### src/rtl/mult_pkg.sv
// Shared definitions for the shift-add multiplier: FSM state encoding and
// the default operand width.
package mult_pkg;

  localparam int WIDTH_DEF = 8;

  typedef enum logic [1:0] {
    IDLE = 2'd0,
    RUN  = 2'd1,
    DONE = 2'd2
  } state_t;

endpackage

### src/rtl/add_ripple.sv
// Combinational W-bit ripple-carry adder: {cout,s} = x + y + cin.
// One full-adder cell per bit, carries chained through c[].
module add_ripple #(
  parameter int W = 8
) (
  input  logic         cin,
  input  logic [W-1:0] x,
  input  logic [W-1:0] y,
  output logic [W-1:0] s,
  output logic         cout
);

  logic [W:0] c;

  assign c[0] = cin;

  // Per-bit full adder; carry ripples from bit 0 upward.
  for (genvar i = 0; i < W; i++) begin : g_fa
    assign s[i]   = x[i] ^ y[i] ^ c[i];
    assign c[i+1] = (x[i] & y[i]) | (c[i] & (x[i] ^ y[i]));
  end

  assign cout = c[W];

endmodule

### src/rtl/shift_add_mult.sv
// Sequential unsigned WIDTH x WIDTH shift-add multiplier with valid/ready
// handshakes on both sides. One partial-product step per RUN cycle through
// a single ripple-carry adder; the adder carry shifts into the product MSB.
// Optional feature macro: MULT_ACCUM_EN adds acc_clr/acc and a running
// accumulator of every delivered product (modulo 2^(2*WIDTH)).
module shift_add_mult
  import mult_pkg::*;
#(
  parameter int WIDTH = WIDTH_DEF
) (
  input  logic               clk,
  input  logic               rst_n,
  input  logic               in_valid,
  output logic               in_ready,
  input  logic [WIDTH-1:0]   a,
  input  logic [WIDTH-1:0]   b,
  output logic               out_valid,
  input  logic               out_ready,
  output logic [2*WIDTH-1:0] product,
  output logic               busy
`ifdef MULT_ACCUM_EN
  ,
  input  logic               acc_clr,
  output logic [2*WIDTH-1:0] acc
`endif
);

  localparam int CW = $clog2(WIDTH + 1);

  state_t           state;
  logic [WIDTH-1:0] m;      // multiplicand
  logic [WIDTH-1:0] a_r;    // upper product half
  logic [WIDTH-1:0] q;      // lower product half / remaining multiplier bits
  logic [CW-1:0]    count;

  logic [WIDTH-1:0] add_y;
  logic [WIDTH-1:0] sum;
  logic             cout;

  // Skip the add when the current multiplier bit is 0: {c,s} = {0,A}.
  assign add_y = q[0] ? m : '0;

  add_ripple #(.W(WIDTH)) u_add (
    .cin  (1'b0),
    .x    (a_r),
    .y    (add_y),
    .s    (sum),
    .cout (cout)
  );

  assign in_ready  = (state == IDLE);
  assign out_valid = (state == DONE);
  assign busy      = (state == RUN) || (state == DONE);
  assign product   = {a_r, q};

  // Control FSM and datapath: load on accept, shift-add WIDTH times, hold in DONE.
  always_ff @(posedge clk or negedge rst_n) begin
    if (!rst_n) begin
      state <= IDLE;
      m     <= '0;
      a_r   <= '0;
      q     <= '0;
      count <= '0;
    end else begin
      case (state)
        IDLE: begin
          if (in_valid) begin
            m     <= a;
            a_r   <= '0;
            q     <= b;
            count <= CW'(WIDTH);
            state <= RUN;
          end
        end
        RUN: begin
          a_r   <= {cout, sum[WIDTH-1:1]};
          q     <= {sum[0], q[WIDTH-1:1]};
          count <= count - 1'b1;
          if (count == CW'(1)) state <= DONE;
        end
        DONE: begin
          if (out_ready) state <= IDLE;
        end
        default: state <= IDLE;
      endcase
    end
  end

`ifdef MULT_ACCUM_EN
  logic hs;
  assign hs = out_valid && out_ready;

  // Running sum of delivered products; clear wins over the old value but
  // still captures a coincident product.
  always_ff @(posedge clk or negedge rst_n) begin
    if (!rst_n)            acc <= '0;
    else if (acc_clr && hs) acc <= product;
    else if (acc_clr)      acc <= '0;
    else if (hs)           acc <= acc + product;
  end
`endif

endmodule

### config.mk
export PLATFORM = sky130hd
export DESIGN_NAME = shift_add_mult
export DESIGN_NICKNAME = d
export VERILOG_FILES = /design/src/rtl/mult_pkg.sv /design/src/rtl/add_ripple.sv /design/src/rtl/shift_add_mult.sv
export SDC_FILE = /design/constraint.sdc
export NUM_CORES = 1
export LEC_CHECK = 0
export ABC_AREA = 1
export CELL_PAD_IN_SITES_DETAIL_PLACEMENT = 1
export CELL_PAD_IN_SITES_GLOBAL_PLACEMENT = 1
export CORE_UTILIZATION = 33
export DETAILED_ROUTE_END_ITERATION = 6
export PLACE_DENSITY_LB_ADDON = 0.1
export SLEW_MARGIN = 15
export SYNTH_ARGS = -nofsm -noshare
export SYNTH_HDL_FRONTEND = slang
export SYNTH_SLANG_ARGS = --single-unit
### constraint.sdc
create_clock -name clk -period 2.9 [get_ports clk]
set_input_delay 0.435 -clock clk [delete_from_list [all_inputs] [get_ports clk]]
set_output_delay 0.435 -clock clk [all_outputs]
set_load 0.05 [all_outputs]
==> summary.txt <==
Critical path
  – Crit path max fanout: 4
  – Required @ worst endpoint: 3.05 ns
  – Critical path class: reg2reg
  – Worst Setup Start Kind: flip-flop
  – Arrival time at the worst endpoint: 3.36 ns
  – Origin of the critical flop-to-flop path: q[0]$_DFFE_PN0P_
  – CP max stage cell: fa_2
  – Crit path largest cell delay: 0.54 ns
  – CP Launch Point: q[0]$_DFFE_PN0P_
  – Worst path cell trace: nand2_2, inv_2, ha_4, fa_2, fa_2, inv_2, fa_2, fa_2, fa_2, fa_2, fa_2, o22ai_1
  – CP delay by family, top: adder cells
  – Buf/Inv on CP: 2
  – Crit end category: flip-flop
  – Most used cell, CP: fa_2

Timing
  – Slew Limit Fails: 0
  – Final Hold Viols: 0
  – RSZ-0062 raised after global routing: yes
  – Setup TNS Final: -0.3978 ns
  – Max Fclk: 311.5 MHz
  – Final min period: 3.210 ns
  – Final Cycle Share: 1.107
  – Fin Clk Skew: 0.003453 ns
  – # setup viols final: 2
  – Hold slack: 0.5001 ns
  – Setup WS post-layout: -0.3104 ns
  – Relative slew slack: 0.6551
  – Slew @ Worst Pin: 0.5157 ns

Logic synthesis
  – Post-Synth Simple-Gate Area: 0.1702
  – Largest family of logic cells by synthesized area: simple AND/OR/NAND/NOR gates
  – Mapped Cells: 167
  – Avg Inst Size Synth: 9.598 sq um
  – Syn_nets: 200
  – Post-synthesis sequential area ratio: 0.4684
  – Yosys warning count: 0
  – Post-synthesis cell area: 1603 sq um
  – Xor and xnor area share after synthesis: 0
  – Multiplexer share of the synthesized area: 0.05621
  – Synth Area in Compound Gates: 0.07806
  – Synth cell types: 21
  – Flops & latches, synth: 30
  – Adder-Cell Fraction of Synth Area: 0.1343

Cells and area
  – Finished Layout Cells: 266
  – Commonest non-fill, non-tap cells in the layout: nand2_1, clkdlybuf4s50_1, dfrtp_1
  – Diodes inserted: 0
  – Commonest non-fill, non-tap cell in the layout: nand2_1
  – P&R area growth vs syn: 35.68%
  – # nets final: 246
  – Share of cells above drive strength 1: 0.1963

Min path
  – Hold Path Class: reg2reg
  – Hold path start: count[3]$_DFFE_PN0P_

Clock network
  – TritonCTS clock tree: yes
  – Clock Path Buffers: 2
  – TritonCTS buffer count: 5
  – H-tree lvl count: 2
  – Clock Latency Late Sink: 0.28 ns
  – CTS clk-pin slew, worst paths: 0.07 ns
  – CTS root buffer: clkbuf_8
  – Clk sinks: 30

Die
  – Die H: 71.69 microns
  – Initial Util: 0.3558
  – Die area: 5139 sq um
  – Core Rows: 24
  – Core area: 4504 sq um
  – Die width: 71.69 microns
  – Num ports: 39

Drt
  – DR vias/cell: 4.771
  – Routed len/inst: 15.42 microns
  – Final wirelength: 4.102 mm
  – Vias: 1269
  – Final ANT Viol Nets: 0
  – Drt first-iter violations: 33
  – DRT Pass-1 Iters: 4
  – DR DRC count: 0

Global route
  – Grt total ovfl: 0
  – First-pass GRT wire length: 6.837 mm
  – Initial antenna violation count: 0
  – Vias in the first global route: 1409
  – Largest net degree at the start of global routing: 31
  – GRT Total Usage: 0.1785

Power
  – Max VDD drop: 0.4357 mV
  – Pwr per Cell Area: 1204 nW/um^2
  – Leakage power total: 0.001013 uW

Placement
  – Port Buffer Count: 38
  – Routability Congestion: 0.7240
  – Cell count after placement: 257
  – Hpwl dp: 2.980 mm

Run status
  – Failing checks: negative setup slack
  – Outcome: finished with violations

Job
  – Max Cap Viol: 0
timing repair:
item,4_1_cts,5_1_grt
pin swaps,0,1
buffers inserted,1,0
hold buffers,0,0
resized for setup,0,8
endpoints found under the setup margin,2,3
state kept, by name, indices dropped and copies added, names as in the netlist:
register / count
a_r: 8
m: 8
q: 8
count: 4
state: 2
layout make-up:
type,instances,area [sq um]
Fill cell,540,2330
Sequential cell,30,752.0
Multi-Input combinational cell,104,742.0
Timing Repair Buffer,44,425.4
Inverter,28,107.6
Clock buffer,6,72.57
Tap cell,52,65.06
Clock inverter,2,10.01
synth_stat cells (all sizes together):
| library cell | instances | area share |
|---|---|---|
| o21ai | 6 | 0.023 |
| nand2 | 53 | 0.14 |
| fa | 7 | 0.087 |
| o22ai | 6 | 0.023 |
| buf | 5 | 0.026 |
| or2 | 1 | 0.0039 |
| a21oi | 1 | 0.0031 |
| ha | 6 | 0.047 |
| dfrtp | 30 | 0.47 |
| nor2 | 2 | 0.0047 |
| mux2 | 8 | 0.056 |
| nand3 | 8 | 0.025 |
| inv | 28 | 0.067 |
| o211ai | 6 | 0.028 |
logic make-up (layout without fill, tap and decap cells):
| family | Yosys count | in the layout |
|---|---|---|
| and+or+nand+nor | 64 | 64 |
| DFF | 30 | 30 |
| buffers and inverters | 33 | 80 |
| muxes | 8 | 8 |
| adders and majority gates | 13 | 13 |
| AOI/OAI and AO/OA | 19 | 19 |
per-layer routing:
metal / part of all wire / GRT usage
met5: 0 / 0
met4: 0.011 / 0.06100
met3: 0.031 / 0.04641
met2: 0.54 / 0.3176
met1: 0.42 / 0.2079
through the flow:
| step | setup WS [ns] | instance area [sq um] | total power (uW) | utilization |
|---|---|---|---|---|
| finish | -0.3104 | 2175 | 2617 | 0.4828 |
| global route | -0.3948 | 2175 | 2837 | 0.4828 |
| CTS | -0.2895 | 2148 | 2624 | 0.4769 |
| detailed placement | -0.2842 | 2058 | 2270 | 0.4569 |
| global placement | -0.1453 | 2058 | 2207 | 0.4569 |
| floorplan | -0.3962 | 1623 | 1835 | - |
final timing paths:
path,to,slack (ns),cells past startpoint
max,a_r[6]$_DFFE_PN0P_,-0.31,12
min,count[3]$_DFFE_PN0P_,0.50,2
max reg2reg,a_r[6]$_DFFE_PN0P_,-0.31,12
min reg2reg,count[3]$_DFFE_PN0P_,0.50,2
max in group asynchronous,q[0]$_DFFE_PN0P_,2.04,2
min in group asynchronous,q[3]$_DFFE_PN0P_,0.55,2
worst register-to-register path: stages (launching register included):
cell     delay, ns
dfrtp_2       0.39
nand2_2       0.06
inv_2         0.06
ha_4          0.12
fa_2          0.19
fa_2          0.19
inv_2         0.04
fa_2          0.33
fa_2          0.36
fa_2          0.36
fa_2          0.37
fa_2          0.54
o22ai_1       0.07
where the power goes:
group,total [uW],switching (uW),internal [uW]
combinational,1540,988,557
clock,332,166,166
sequential,741,134,607
total,2620,1290,1330
(Power assumes the default switching activity.)
==> RTL change, RTL diff (config.mk and constraints unchanged) <==
Build with the macro `MULT_ACCUM_EN` defined.
--- a/src/rtl/shift_add_mult.sv
+++ b/src/rtl/shift_add_mult.sv
@@ -4,4 +4,6 @@
 // Optional feature macro: MULT_ACCUM_EN adds acc_clr/acc and a running
 // accumulator of every delivered product (modulo 2^(2*WIDTH)).
+`define MULT_ACCUM_EN
+
 module shift_add_mult
   import mult_pkg::*;
Ports: changed (added acc and acc_clr); port bits go from 39 to 56. No check against the original RTL was run, so the function may have changed too.
==> RTL change against the unedited design <==
  * Area after synthesis rose by 100%
  * Synthesized cell count rose to 2.6 times the old value
  * Largest cell class is now multi-input combinational cells
  * Non-clock buffer count rose by 24
  * Clock skew rose by 0.00071 ns
  * Count of clock-buffer cells in the layout did not move
  * Routed wire length rose by 120%
  * Critical path type unchanged
  * The flow still finishes with violations (negative setup slack)
  * Worst setup slack got worse by 0.14 ns
  * Clock power rose by 28%
  * Power rose by 61%
  * Die area rose by 97%
  * Sequential cell count rose by 16
  * Final area rose by 86%
==> RTL change: results <==
[final_layout]
fillers = 1189
largest_reg_flops = 16
final_nets = 549
antennaDiodeCount = 0
top_register = acc
drive_gt1_share_pct = 9.80

[worst_setup_path]
crit_start = q[0]
critPathSlowestCell = fa_1
cp_max_fo = 2
r2r-end = a_r[6]
critical_path_arrival_ns = 3.50
cpPeakStageDelay_ns = 0.48
crit_family = adder cells

[drt]
ant_nets = 0
drt_iter0_drc = 111
routedWlPerCell_um = 14.4
vias = 2964

[grt]
grt_max_degree = 30
grt_usage_pct = 19.4
grt_pass1_wl_mm = 15.2
antenna_found_initial = 0
grt_pass1_vias = 3060

[worst_hold_path]
min_path_type = in -> async

[timing]
slew_headroom_pct = 25.2
skew_ns = 0.00416
setup_viol = 3
setup_ws_ns = -0.451

[yosys]
synth_area_leaders = dfrtp_1 (36%), nand2_1 (19%), ha_1 (8.2%), inv_1 (6.9%), fa_1 (5.0%)
ys_seq_area_share_pct = 35.8
syn_nets = 486
synth_ff_type = dfrtp_1
yosysUniqueCellTypes = 33
synth_warnings = 0
synthArstFlopShare_pct = 100
ys_top_cells_by_count = nand2_1 (163), inv_1 (59), dfrtp_1 (46), nand3_1 (23), ha_1 (21)

[outcome]
violations = negative setup slack
status = finished, violations left

[place]
dp_hpwl_mm = 7.32
place.gp.congestion = 0.850
dp_slack_ns = -0.456
port_buffers = 55

[clock_tree]
insertion_delay_ns = 0.30
clk_pin_slew_worst_paths_ns = 0.09
clk_path_buf_depth = 2
cts_setup_buffers = 0
cts_buffers = 5

[pwr]
vdd_drop_max_mv = 0.583
p_leak_uw = 0.00203
RTL change: cell count changes in the layout (fill, tap and decap cells not counted), sizes merged, moves of 8 or more:
| cell | change |
|---|---|
| nand2 | +116 |
| inv | +34 |
| nor2 | +20 |
| a21oi | +17 |
| clkdlybuf4s50 | +16 |
| dfrtp | +16 |
| ha | +15 |
| nand3 | +15 |
| o21ai | +9 |
| buf | +8 |
| mux2 | -8 |
RTL change: worst min path at each step:
stage / slack [ns] / cells past startpoint / end
after floorplan: 0.14 / 0 / a_r[0]
after global placement: 0.43 / 1 / state[1]
after CTS: 0.08 / 1 / m[0]
after global routing: 0.11 / 1 / m[0]
final: 0.07 / 1 / state[1]
after detailed placement: 0.42 / 1 / state[1]
RTL change: cells by family after synthesis:
family                   share of synthesized area (%)
AO/OA/AOI/OAI                                     9.47
AND/OR/NAND/NOR                                   29.1
XOR/XNOR                                          2.45
adder cells (fa/ha/maj)                           13.2
flip-flops                                        35.8
buffers and inverters                             10.0
RTL change: timing repair:
action	CTS	global route
hold endpoints to repair	0	0
endpoints found under the setup margin	3	4
resized for setup	1	0
hold buffers	0	0
pin swaps	2	0
RTL change: final cells by class:
type                            count  area, um^2  share of cell area, %
Inverter                           63         236                   5.85
Clock buffer                        6        82.6                   2.04
Sequential cell                    46        1150                   28.5
Tap cell                          129         161                   3.99
Clock inverter                      2        12.5                  0.309
Timing Repair Buffer               68         643                   15.9
Multi-Input combinational cell    315        1760                   43.4
RTL change: per-stage QoR:
| stage | area [um^2] | setup TNS [ns] | std cells |
|---|---|---|---|
| global placement | 3950 | -0.781 | 621 |
| floorplan | 3240 | -1.88 | 436 |
| global route | 4040 | -1.63 | 629 |
| finish | 4040 | -0.980 | 629 |
| CTS | 4040 | -1.04 | 629 |
| detailed placement | 3950 | -1.00 | 621 |
RTL change: power by group:
group          internal [uW]  switching (uW)  total, uW
Clock                    192             233        425
Sequential               880             216       1100
Combinational            948            1750       2700
RTL change: routing by layer:
metal	vias to the layer above	wire length (um)	part of all wire [%]	GRT usage (%)
li1	1492	-	-	-
met4	0	99	1.1	5.02
met2	30	4310	48	33.0
met5	-	0	0	0
met3	6	141	1.6	2.08
met1	1436	4480	50	26.4
